**config.mk**
```make
export PLATFORM = sky130hd
export DESIGN_NAME = cpu_seq_ctrl_flat
export DESIGN_NICKNAME = d
export VERILOG_FILES = /design/src/rtl/cpu_seq_ctrl_if.sv /design/src/rtl/cpu_seq_ctrl.sv /design/src/flat_wrapper.sv
export SDC_FILE = /design/constraint.sdc
export NUM_CORES = 1
export LEC_CHECK = 0
export ABC_AREA = 1
export CORE_AREA = 2 2 39 41
export CTS_BUF_LIST = sky130_fd_sc_hd__clkbuf_2 sky130_fd_sc_hd__clkbuf_4 sky130_fd_sc_hd__clkbuf_8
export DETAILED_ROUTE_END_ITERATION = 7
export DIE_AREA = 0 0 41 43
export HOLD_SLACK_MARGIN = 0.05
export REMOVE_ABC_BUFFERS = 1
export SLEW_MARGIN = 20
export SYNTH_ARGS = -nofsm -noshare
export SYNTH_HDL_FRONTEND = slang
export SYNTH_SLANG_ARGS = --single-unit
```
**constraint.sdc**
```tcl
create_clock -name clk -period 1.17 [get_ports clk]
set_input_delay 0.1755 -clock clk [delete_from_list [all_inputs] [get_ports clk]]
set_output_delay 0.1755 -clock clk [all_outputs]
set_load 0.01 [all_outputs]
```
**src/rtl/cpu_seq_ctrl_if.sv**
```systemverilog
// rtl/cpu_seq_ctrl_if.sv - sequencer bus: decode inputs and per-cycle strobes
// Optional CPU_SEQ_STEP_EN adds the single-step controls step/step_mode.
interface cpu_seq_ctrl_if #(parameter int OPC_W = 3);
  logic             ena;
  logic [OPC_W-1:0] opcode;
  logic             zero;
  logic             load_ir;
  logic             inc_pc;
  logic             load_pc;
  logic             load_acc;
  logic             rd;
  logic             wr;
  logic             datactl_ena;
  logic             halt;
`ifdef CPU_SEQ_STEP_EN
  logic             step;
  logic             step_mode;
`endif

  modport master (
    input  ena, opcode, zero,
`ifdef CPU_SEQ_STEP_EN
    input  step, step_mode,
`endif
    output load_ir, inc_pc, load_pc, load_acc, rd, wr, datactl_ena, halt
  );

  modport slave (
    output ena, opcode, zero,
`ifdef CPU_SEQ_STEP_EN
    output step, step_mode,
`endif
    input  load_ir, inc_pc, load_pc, load_acc, rd, wr, datactl_ena, halt
  );
endinterface

```
**src/rtl/cpu_seq_ctrl.sv**
```systemverilog
// rtl/cpu_seq_ctrl.sv - 6-cycle fetch/decode/execute sequencer with sticky HALT
// Optional CPU_SEQ_STEP_EN turns encoding 7 into a single-step WAIT state.
module cpu_seq_ctrl #(
  parameter int OPC_W = 3,
  parameter int ST_W  = 3
) (
  input  logic          clk,
  input  logic          rst,
  cpu_seq_ctrl_if.master bus
);

  typedef enum logic [ST_W-1:0] {
    S_F0   = 3'd0,
    S_F1   = 3'd1,
    S_D    = 3'd2,
    S_E0   = 3'd3,
    S_E1   = 3'd4,
    S_E2   = 3'd5,
    S_HALT = 3'd6,
    S_X7   = 3'd7
  } state_e;

  localparam logic [OPC_W-1:0] OP_HLT = 3'b000;
  localparam logic [OPC_W-1:0] OP_SKZ = 3'b001;
  localparam logic [OPC_W-1:0] OP_ADD = 3'b010;
  localparam logic [OPC_W-1:0] OP_AND = 3'b011;
  localparam logic [OPC_W-1:0] OP_XOR = 3'b100;
  localparam logic [OPC_W-1:0] OP_LDA = 3'b101;
  localparam logic [OPC_W-1:0] OP_STO = 3'b110;
  localparam logic [OPC_W-1:0] OP_JMP = 3'b111;

  state_e           state_q, state_d;
  logic [OPC_W-1:0] op_q, op_d;
  logic             zero_q, zero_d;

  logic s_ir, s_inc, s_lpc, s_lacc, s_rd, s_wr, s_den, s_hlt;
  logic is_alu, is_sto, is_jmp, is_skz, gate;

  always_ff @(posedge clk) begin
    if (rst) begin
      state_q <= S_F0;
      op_q    <= '0;
      zero_q  <= 1'b0;
    end else begin
      state_q <= state_d;
      op_q    <= op_d;
      zero_q  <= zero_d;
    end
  end

  always_comb begin
    state_d = state_q;
    op_d    = op_q;
    zero_d  = zero_q;
    s_ir    = 1'b0;
    s_inc   = 1'b0;
    s_lpc   = 1'b0;
    s_lacc  = 1'b0;
    s_rd    = 1'b0;
    s_wr    = 1'b0;
    s_den   = 1'b0;
    s_hlt   = 1'b0;
    is_alu  = (op_q == OP_ADD) || (op_q == OP_AND) || (op_q == OP_XOR) || (op_q == OP_LDA);
    is_sto  = (op_q == OP_STO);
    is_jmp  = (op_q == OP_JMP);
    is_skz  = (op_q == OP_SKZ);

    case (state_q)
      S_F0: begin
        s_rd = 1'b1; s_ir = 1'b1; s_inc = 1'b1;
        state_d = S_F1;
      end
      S_F1: begin
        s_rd = 1'b1; s_ir = 1'b1; s_inc = 1'b1;
        state_d = S_D;
      end
      S_D: begin
        op_d    = bus.opcode;
        zero_d  = bus.zero;
        state_d = S_E0;
      end
      S_E0: begin
        if (op_q == OP_HLT) begin
          state_d = S_HALT;
        end else begin
          s_rd    = is_alu;
          s_den   = is_sto;
          s_lpc   = is_jmp;
          s_inc   = is_skz && zero_q;
          state_d = S_E1;
        end
      end
      S_E1: begin
        s_rd    = is_alu;
        s_lacc  = is_alu;
        s_den   = is_sto;
        s_wr    = is_sto;
        s_lpc   = is_jmp;
        s_inc   = is_skz && zero_q;
        state_d = S_E2;
      end
      S_E2: begin
        // Holding datactl_ena one cycle past wr keeps write data stable at the falling edge.
        s_den = is_sto;
`ifdef CPU_SEQ_STEP_EN
        state_d = bus.step_mode ? S_X7 : S_F0;
`else
        state_d = S_F0;
`endif
      end
      S_HALT: begin
        s_hlt   = 1'b1;
        state_d = S_HALT;
      end
      S_X7: begin
`ifdef CPU_SEQ_STEP_EN
        state_d = (!bus.step_mode || bus.step) ? S_F0 : S_X7;
`else
        state_d = S_F0;
`endif
      end
      default: state_d = S_F0;
    endcase

    if (!bus.ena) begin
      state_d = state_q;
      op_d    = op_q;
      zero_d  = zero_q;
    end
  end

  // Strobes are Moore decodes; only ena and rst may mask them.
  assign gate            = bus.ena && !rst;
  assign bus.load_ir     = gate && s_ir;
  assign bus.inc_pc      = gate && s_inc;
  assign bus.load_pc     = gate && s_lpc;
  assign bus.load_acc    = gate && s_lacc;
  assign bus.rd          = gate && s_rd;
  assign bus.wr          = gate && s_wr;
  assign bus.datactl_ena = gate && s_den;
  assign bus.halt        = gate && s_hlt;

endmodule
```
**src/flat_wrapper.sv**
```systemverilog
// flat-port wrapper written by rule: the top's interface ports become plain ports
module cpu_seq_ctrl_flat 
#(
  parameter int OPC_W = 3,
  parameter int ST_W  = 3
)
  (clk, rst, bus_ena, bus_opcode, bus_zero, bus_load_ir, bus_inc_pc, bus_load_pc, bus_load_acc, bus_rd, bus_wr, bus_datactl_ena, bus_halt);
  cpu_seq_ctrl_if #(.OPC_W(OPC_W)) bus_i ();
  input  logic clk;
  input  logic rst;
  input wire logic [$bits(bus_i.ena)-1:0] bus_ena;
  input wire logic [$bits(bus_i.opcode)-1:0] bus_opcode;
  input wire logic [$bits(bus_i.zero)-1:0] bus_zero;
  output wire logic [$bits(bus_i.load_ir)-1:0] bus_load_ir;
  output wire logic [$bits(bus_i.inc_pc)-1:0] bus_inc_pc;
  output wire logic [$bits(bus_i.load_pc)-1:0] bus_load_pc;
  output wire logic [$bits(bus_i.load_acc)-1:0] bus_load_acc;
  output wire logic [$bits(bus_i.rd)-1:0] bus_rd;
  output wire logic [$bits(bus_i.wr)-1:0] bus_wr;
  output wire logic [$bits(bus_i.datactl_ena)-1:0] bus_datactl_ena;
  output wire logic [$bits(bus_i.halt)-1:0] bus_halt;
  assign bus_i.ena = bus_ena;
  assign bus_i.opcode = bus_opcode;
  assign bus_i.zero = bus_zero;
  assign bus_load_ir = bus_i.load_ir;
  assign bus_inc_pc = bus_i.inc_pc;
  assign bus_load_pc = bus_i.load_pc;
  assign bus_load_acc = bus_i.load_acc;
  assign bus_rd = bus_i.rd;
  assign bus_wr = bus_i.wr;
  assign bus_datactl_ena = bus_i.datactl_ena;
  assign bus_halt = bus_i.halt;
  cpu_seq_ctrl #(.OPC_W(OPC_W), .ST_W(ST_W)) u_core (.clk(clk), .rst(rst), .bus(bus_i));
endmodule
```
Yosys cells after proc, flatten, opt, wreduce, memory -nomap -nowiden:

Index checks and enable logic that the tools add are counted.

* eq/ne operators: 14
* muxes and demuxes: 14
* reductions and logical operators: 20

Operators with widths (count)
* $eq A3 B3 Y1 const B: 8
* $pmux W3 S7: 1
* $eq A3 B2 Y1 const B: 4
* $logic_and A1 B1 Y1: 10
* $mux W1: 8
* $eq A3 B1 Y1 const B: 2
* $logic_not A3 Y1: 2
* $pmux W1 S3: 2
* $reduce_or A2 Y1: 3
* $pmux W1 S2: 2
* $logic_or A1 B1 Y1: 3
* $mux W2: 1
* $reduce_and A2 Y1: 1
* $logic_not A1 Y1: 1

* register bits: 7
* input port bits: 7
* output and inout bits: 8
* logic and storage cells: 51

Logic depth before layout (Yosys ltp):

Gate-level depths: netlist of run 1.

* depth in word-level cells: 7
* depth in mapped cells: 7
* depth with buffers taken out: 7

Worst setup path before layout of run 1:

Ideal clock, no wire load.

* kind: register -> output
* from: register u_core.state_q[2]
* to: output port bus_load_acc
* arrival: 0.911 ns
* data required time: 0.995 ns
* setup slack: 0.083 ns
* cell stages (with the launch flop): 5
* buffers on the path: 0
* path through: dfxtp_1 -> nand2_1 -> nor2_1 -> inv_1 -> nor3_1

* cells in the longest elaborated chain, start to end: 3

RTL lines
* start: declaration: RTL line cpu_seq_ctrl.sv:32 `state_e state_q, state_d;`
* start signal: assignment: RTL line cpu_seq_ctrl.sv:45 `state_q <= state_d;`
* $eq A3 B3 Y1: RTL line cpu_seq_ctrl.sv:68 `case (state_q)`
* $mux W1: RTL line cpu_seq_ctrl.sv:68
* $logic_and A1 B1 Y1: RTL line cpu_seq_ctrl.sv:137 `assign bus.load_acc = gate && s_lacc;`
* end: declaration: RTL line flat_wrapper.sv:17 `output wire logic [$bits(bus_i.load_acc)-1:0] bus_load_acc;`

No other way between the ends.

Final worst setup path of run 1:

* from: register u_core.state_q[0]
* to: output port bus_inc_pc

* cells in the longest elaborated chain, start to end: 4
* elaborated cells on any way between the ends: 7
* classes of those cells: eq/ne (3); mux (1); reduce/logical (3)

RTL lines
* $eq A3 B1 Y1 or $logic_not A3 Y1 (tied branches): RTL line cpu_seq_ctrl.sv:68
* $reduce_or A2 Y1 (no line)
* $pmux W1 S3 (*): RTL line cpu_seq_ctrl.sv:68
* $logic_and A1 B1 Y1 (*): RTL line cpu_seq_ctrl.sv:135 `assign bus.inc_pc = gate && s_inc;`
* end: declaration: RTL line flat_wrapper.sv:15 `output wire logic [$bits(bus_i.inc_pc)-1:0] bus_inc_pc;`

Every way passes the cells marked *; elsewhere a longest branch is shown, timed or not.

==> impl_metrics.json, run 1 <==
{
  "rows": 14,
  "grt-busiest-layer": "met2",
  "status": "complete, but fails checks",
  "ant_nets": 0,
  "whs_path_depth": 3,
  "area_delta_synth_final_pct": 104.4,
  "ioPinCount": 15,
  "max-vdd-ir-drop_mv": 0.6276,
  "crit_start": "u_core.state_q[0]$_SDFFE_PP0P_",
  "use_met2_pct": 30.31,
  "crit_path_end_kind": "output port",
  "clk_path_buf_depth": 2,
  "overflow": 0,
  "p_comb_share_pct": 31.0,
  "ys_ff_latch": 7,
  "crit_arrival_ps": 1230,
  "period_minus_slack_ps": 1401,
  "antenna_found_initial": 0,
  "ys_async_sr_fraction_pct": 0,
  "yosysWarnings": 0,
  "maxCapViolations": 0,
  "synthTopCellsByArea": "dfxtp_1 (33%), a21oi_1 (11%), nand2_1 (11%)",
  "core-area_um2": 1384,
  "worstHoldPathType": "in2reg",
  "routed_wl_mm": 1.467,
  "portBuffers": 14,
  "violations": "setup timing",
  "critPathMaxFanout": 4,
  "hold_viol": 0,
  "clk_pin_slew_worst_paths_ps": 50,
  "swShare_pct": 29.48,
  "p_total_w": 0.0007519,
  "grt_use_total_pct": 19.26,
  "gp_congestion": 0.8048,
  "cp_data_required_time_ps": 990,
  "slew_violations": 0,
  "antenna_cells": 0,
  "power_frac_seq_pct": 35.7,
  "yosys-top-cells-count": "nand2_1 (12), nor2_1 (10), a21oi_1 (9)",
  "cts.sinks": 7,
  "vias": 615,
  "fin_ws_ps": -230.7,
  "path_class": "reg2out",
  "slew_headroom_pct": 83.40,
  "ys_types": 18,
  "drive_gt1_share_pct": 60.18,
  "nets": 121,
  "reg2reg_to": "u_core.state_q[1]$_SDFFE_PP0P_",
  "setup_viol": 9,
  "cts_hold_buffers": 0,
  "powerDensity_nw_per_um2": 867.1,
  "synth_flop_cell": "dfxtp_1",
  "r2r_slack_ps": -20,
  "cts_max_level": 1,
  "synth.most_common_cell": "nand2_1",
  "cp-start-kind": "flip-flop",
  "rsz0062_at_grt": "true",
  "first_iter_violations": 10,
  "die_y_um": 43,
  "p_clk_share_pct": 33.4,
  "place_inst": 119,
  "wl_per_cell_um": 11.37,
  "grt_pass1_vias": 570,
  "synth_edf_count": 0,
  "clock.fmax_mhz": 714.0,
  "syn_inst": 67,
  "p_leak_nw": 0.4100,
  "fin_tns_setup_ps": -1296,
  "rr_worst_depth": 9,
  "die_w_um": 41,
  "syn_area_per_cell_um2": 6.331,
  "first_pass_iters": 4,
  "grt_max_degree": 8,
  "tightest_slew_ps": 247.9,
  "fin_cells": 129,
  "initial_utilization_pct": 30.65,
  "vias_per_cell": 4.767,
  "timing.final.crit_share_pct": 119.7,
  "grt_first_pass_wirelength_mm": 2.290,
  "internal_power_w": 0.0005302,
  "drc": 0,
  "die_area_um2": 1763,
  "clock_latency_ps": 250,
  "synth_top_area_share_pct": 33.04,
  "cts_tree": "built",
  "hpwl_mm": 1.045,
  "worst_r2r_startpoint": "u_core.state_q[0]$_SDFFE_PP0P_",
  "cts-root-buf": "clkbuf_4",
  "fin_worst_skew_ps": 2.764,
  "crit_end": "bus_inc_pc",
  "total_switching_power_w": 0.0002217,
  "met1_usage_pct": 23.72,
  "cts_buffers": 3,
  "synth_top_cell_by_area": "dfxtp_1",
  "ys_seq_area_share_pct": 33.04,
  "met3_usage_pct": 3.141,
  "syn_area_um2": 424.2
}
power by group through the flow:
stage	registers, W	logic [W]	clock network (W)
floorplan	0.000268	0.0000745	0
global placement	0.000267	0.000193	0
detailed placement	0.000268	0.000195	0
CTS	0.000266	0.000216	0.000258
global route	0.000270	0.000254	0.000272
finish	0.000268	0.000233	0.000251
state kept, by name, summed over array words and instances, names as in the netlist:
| register | cells |
|---|---|
| u_core.op_q | 3 |
| u_core.zero_q | 1 |
| u_core.state_q | 3 |
metal layers:
| metal | wire (um) | share of wire, % | vias to the layer above |
|---|---|---|---|
| met5 | 0 | 0 | - |
| met4 | 14 | 0.95 | 0 |
| met3 | 69 | 4.7 | 2 |
| met2 | 722 | 49 | 19 |
| met1 | 661 | 45 | 280 |
| li1 | - | - | 314 |
timing repair:
action / 4_1_cts / 5_1_grt
setup endpoints to repair: 8 / 12
buffers inserted: 5 / 1
gates resized for setup: 52 / 12
pin swaps: 4 / 7
layout by cell type (no fill, tap or decap), drive strengths merged:
| cell type | count |
|---|---|
| a21oi | 9 |
| a31oi | 1 |
| buf | 36 |
| clkbuf | 4 |
| clkdlybuf4s50 | 4 |
| clkinv | 1 |
| dfxtp | 7 |
| dlygate4sd2 | 2 |
| inv | 11 |
| nand2 | 14 |
| nand3 | 3 |
| nand4 | 2 |
| nor2 | 10 |
| nor3 | 2 |
| nor4 | 1 |
| o211ai | 1 |
| o21ai | 5 |
how the worst min path moves through the flow:
stage	from	end	slack, ps
2_1_floorplan	rst	u_core.state_q[0]$_SDFFE_PP0P_	240
3_3_place_gp	u_core.zero_q$_SDFFE_PP0P_	u_core.zero_q$_SDFFE_PP0P_	490
3_5_place_dp	u_core.zero_q$_SDFFE_PP0P_	u_core.zero_q$_SDFFE_PP0P_	500
4_1_cts	rst	u_core.state_q[0]$_SDFFE_PP0P_	330
5_1_grt	rst	u_core.state_q[1]$_SDFFE_PP0P_	370
6_report	rst	u_core.state_q[1]$_SDFFE_PP0P_	360
final cells by class:
class / count / area (um2)
well taps: 16 / 20.02
inverters: 12 / 51.30
clock buffers: 4 / 30.03
fillers: 135 / 516.7
multi-input cells: 48 / 292.8
flip-flops and latches: 7 / 150.1
repair buffers: 42 / 322.8
cells by family after synthesis:
logic type      after synthesis  share of synthesized area [%]
buf+inv                      12                          10.62
flops                         7                          33.04
compound gates               16                          19.76
simple gates                 32                          36.58
critical path, cell delays in order, from the launching register on:
cell	delay [ps]
dfxtp_4	380
inv_4	40
buf_6	100
o211ai_1	240
a21oi_1	60
buf_2	150
stage by stage:
step / utilization [%] / hold WS (ps) / area, um2 / worst slack (ps)
6_report: 62.66 / 361.9 / 867.1 / -230.7
5_1_grt: 62.66 / 367.9 / 867.1 / -279.7
3_5_place_dp: 54.16 / 500.5 / 749.5 / -654.1
3_3_place_gp: 54.16 / 486.2 / 749.5 / -626.8
2_1_floorplan: - / 244.6 / 424.2 / 83.40
4_1_cts: 59.22 / 327.6 / 819.5 / -236.7
(Power assumes the default switching activity.)
==> inputs of run 2 (changes only) <==
Clock period 1.17 ns to 1.7 ns, I/O delays scaled along.
==> impl_metrics.json, run 2 (synthesis gave the netlist of run 1 again) <==
{
  "antenna_found_initial": 0,
  "clk_pin_slew_worst_paths_ps": 50,
  "vias": 526,
  "drc": 0,
  "biggestRegsByFlops": "u_core.op_q (3), u_core.state_q (3), u_core.zero_q (1)",
  "period_minus_slack_ps": 1596,
  "critPathTopFamily": "buffers and inverters",
  "area_delta_synth_final_pct": 52.80,
  "cpPeakStageDelay_ps": 500,
  "post-cts-setup-buffers": 0,
  "grt_first_pass_wirelength_mm": 1.869,
  "placed_area_um2": 644.4,
  "rsz0062_at_grt": "false",
  "ioPinCount": 15,
  "place_inst": 105,
  "final_common_cell": "nand2_1",
  "p_clk_share_pct": 37.2,
  "crit_path_end_kind": "output port",
  "wl_per_cell_um": 10.55,
  "cts.sinks": 7,
  "first_iter_violations": 5,
  "cts_tree": "built",
  "path_depth": 5,
  "crit_arrival_ps": 1340,
  "drive_gt1_share_pct": 31.18,
  "fin_cells": 109,
  "grt_use_total_pct": 15.96,
  "overflow": 0,
  "path_cells": "clkdlybuf4s50_1, nand2_2, buf_4, nor2_1, dlygate4sd2_1",
  "hold_viol": 0,
  "final_core_util_pct": 46.84,
  "cts-root-buf": "clkbuf_4",
  "antenna_cells": 0,
  "design_area_um2": 648.1,
  "grt_pass1_vias": 495,
  "hpwl_um": 955.3,
  "setup_viol": 0,
  "cp_data_required_time_ps": 1440,
  "nets": 101,
  "clock.fmax_mhz": 626.5,
  "tightest_slew_ps": 230.0,
  "gp_congestion": 0.7469,
  "die_w_um": 41,
  "whs_path_depth": 2,
  "maxCapViolations": 0,
  "cp-start-kind": "input port",
  "critPathMaxFanout": 4,
  "cts_max_level": 1,
  "total_switching_power_w": 0.0001236,
  "rr_worst_depth": 6,
  "p_total_w": 0.0004509,
  "crit_slowest_cell": "clkdlybuf4s50_1",
  "slew_violations": 0,
  "internal_power_w": 0.0003273,
  "die_y_um": 43,
  "path_buf_inv": 3,
  "status": "finished, final reports clean",
  "final_cell_mix": "nand2_1 (12), nor2_1 (10), a21oi_1 (9)",
  "power_frac_seq_pct": 40.9,
  "ant_nets": 0,
  "grt_max_degree": 8,
  "cts_buffers": 3,
  "die_area_um2": 1763,
  "max-vdd-ir-drop_mv": 0.2382,
  "core-area_um2": 1384,
  "clk_path_buf_depth": 2,
  "swShare_pct": 27.42,
  "p_comb_share_pct": 22.0,
  "fin_worst_skew_ps": 4.855,
  "initial_utilization_pct": 30.65,
  "path_class": "in2out",
  "worstHoldPathType": "reg2reg",
  "timing.final.crit_share_pct": 93.89,
  "powerDensity_nw_per_um2": 695.7,
  "routed_wl_mm": 1.150,
  "slew_headroom_pct": 84.54,
  "rows": 14,
  "portBuffers": 14,
  "p_leak_nw": 0.2971,
  "first_pass_iters": 4,
  "fin_tns_setup_ps": 0,
  "vias_per_cell": 4.826,
  "clock_latency_ps": 250
}
## run 2: worst register-to-register path: stages, from the launching register on
cell	delay (ps)
dfxtp_1	390
inv_1	80
nand2_1	60
nor2_1	40
nor2_1	160
buf_4	140
a31oi_1	60
## run 2: layout make-up
class | instances | area (um2)
sequential | 7 | 142.6
timing repair buffer | 22 | 171.4
multi-input combinational | 48 | 239.0
fill | 167 | 735.7
inverter | 12 | 45.04
tap | 16 | 20.02
clock buffer | 4 | 30.03
## run 2: final timing paths
path                                     to                      startpoint  slack [ps]
max reg2reg  u_core.state_q[2]$_SDFFE_PP0P_  u_core.state_q[1]$_SDFFE_PP0P_         640
max                                bus_halt                         bus_ena         100
min reg2reg      u_core.zero_q$_SDFFE_PP0P_      u_core.zero_q$_SDFFE_PP0P_         490
min              u_core.zero_q$_SDFFE_PP0P_      u_core.zero_q$_SDFFE_PP0P_         490
## run 2: layer usage
metal | part of all wire, % | vias up | track usage (%) | wire length [um]
met5 | 0 | - | 0 | 0
met4 | 3.7 | 0 | 12.00 | 42
met3 | 5.0 | 4 | 3.141 | 57
met2 | 48 | 15 | 26.88 | 552
met1 | 43 | 231 | 15.76 | 498
li1 | - | 276 | - | -
## run 2: repair_timing
| action | 4_1_cts | 5_1_grt |
|---|---|---|
| gates cloned | 0 | 0 |
| gates resized for setup | 10 | 12 |
| hold buffers | 0 | 0 |
| pin swaps | 0 | 0 |
| setup endpoints to repair | 8 | 5 |
## run 2: metrics by stage
step                      worst slack [ps]  hold slack (ps)
after floorplan                      533.9            324.1
after global placement              -267.7            480.2
after detailed placement            -292.3            487.2
after CTS                            13.32            497.5
after global routing                 17.43            549.8
final                                103.9            490.9
## run 2: power by group through the flow
stage / Sequential [W] / Combinational (W) / Clock [W]
6_report: 0.000184 / 0.0000990 / 0.000168
5_1_grt: 0.000185 / 0.000111 / 0.000183
4_1_cts: 0.000183 / 0.000101 / 0.000172
3_5_place_dp: 0.000186 / 0.000104 / 0
3_3_place_gp: 0.000186 / 0.000104 / 0
2_1_floorplan: 0.000185 / 0.0000513 / 0
==> inputs of run 3 (changes only) <==
Settings changed: CAP_MARGIN from default to 20, REMOVE_ABC_BUFFERS 1 to default.
==> results of run 3 <==
The final DEF is identical to that of run 2; final timing and power are the same.
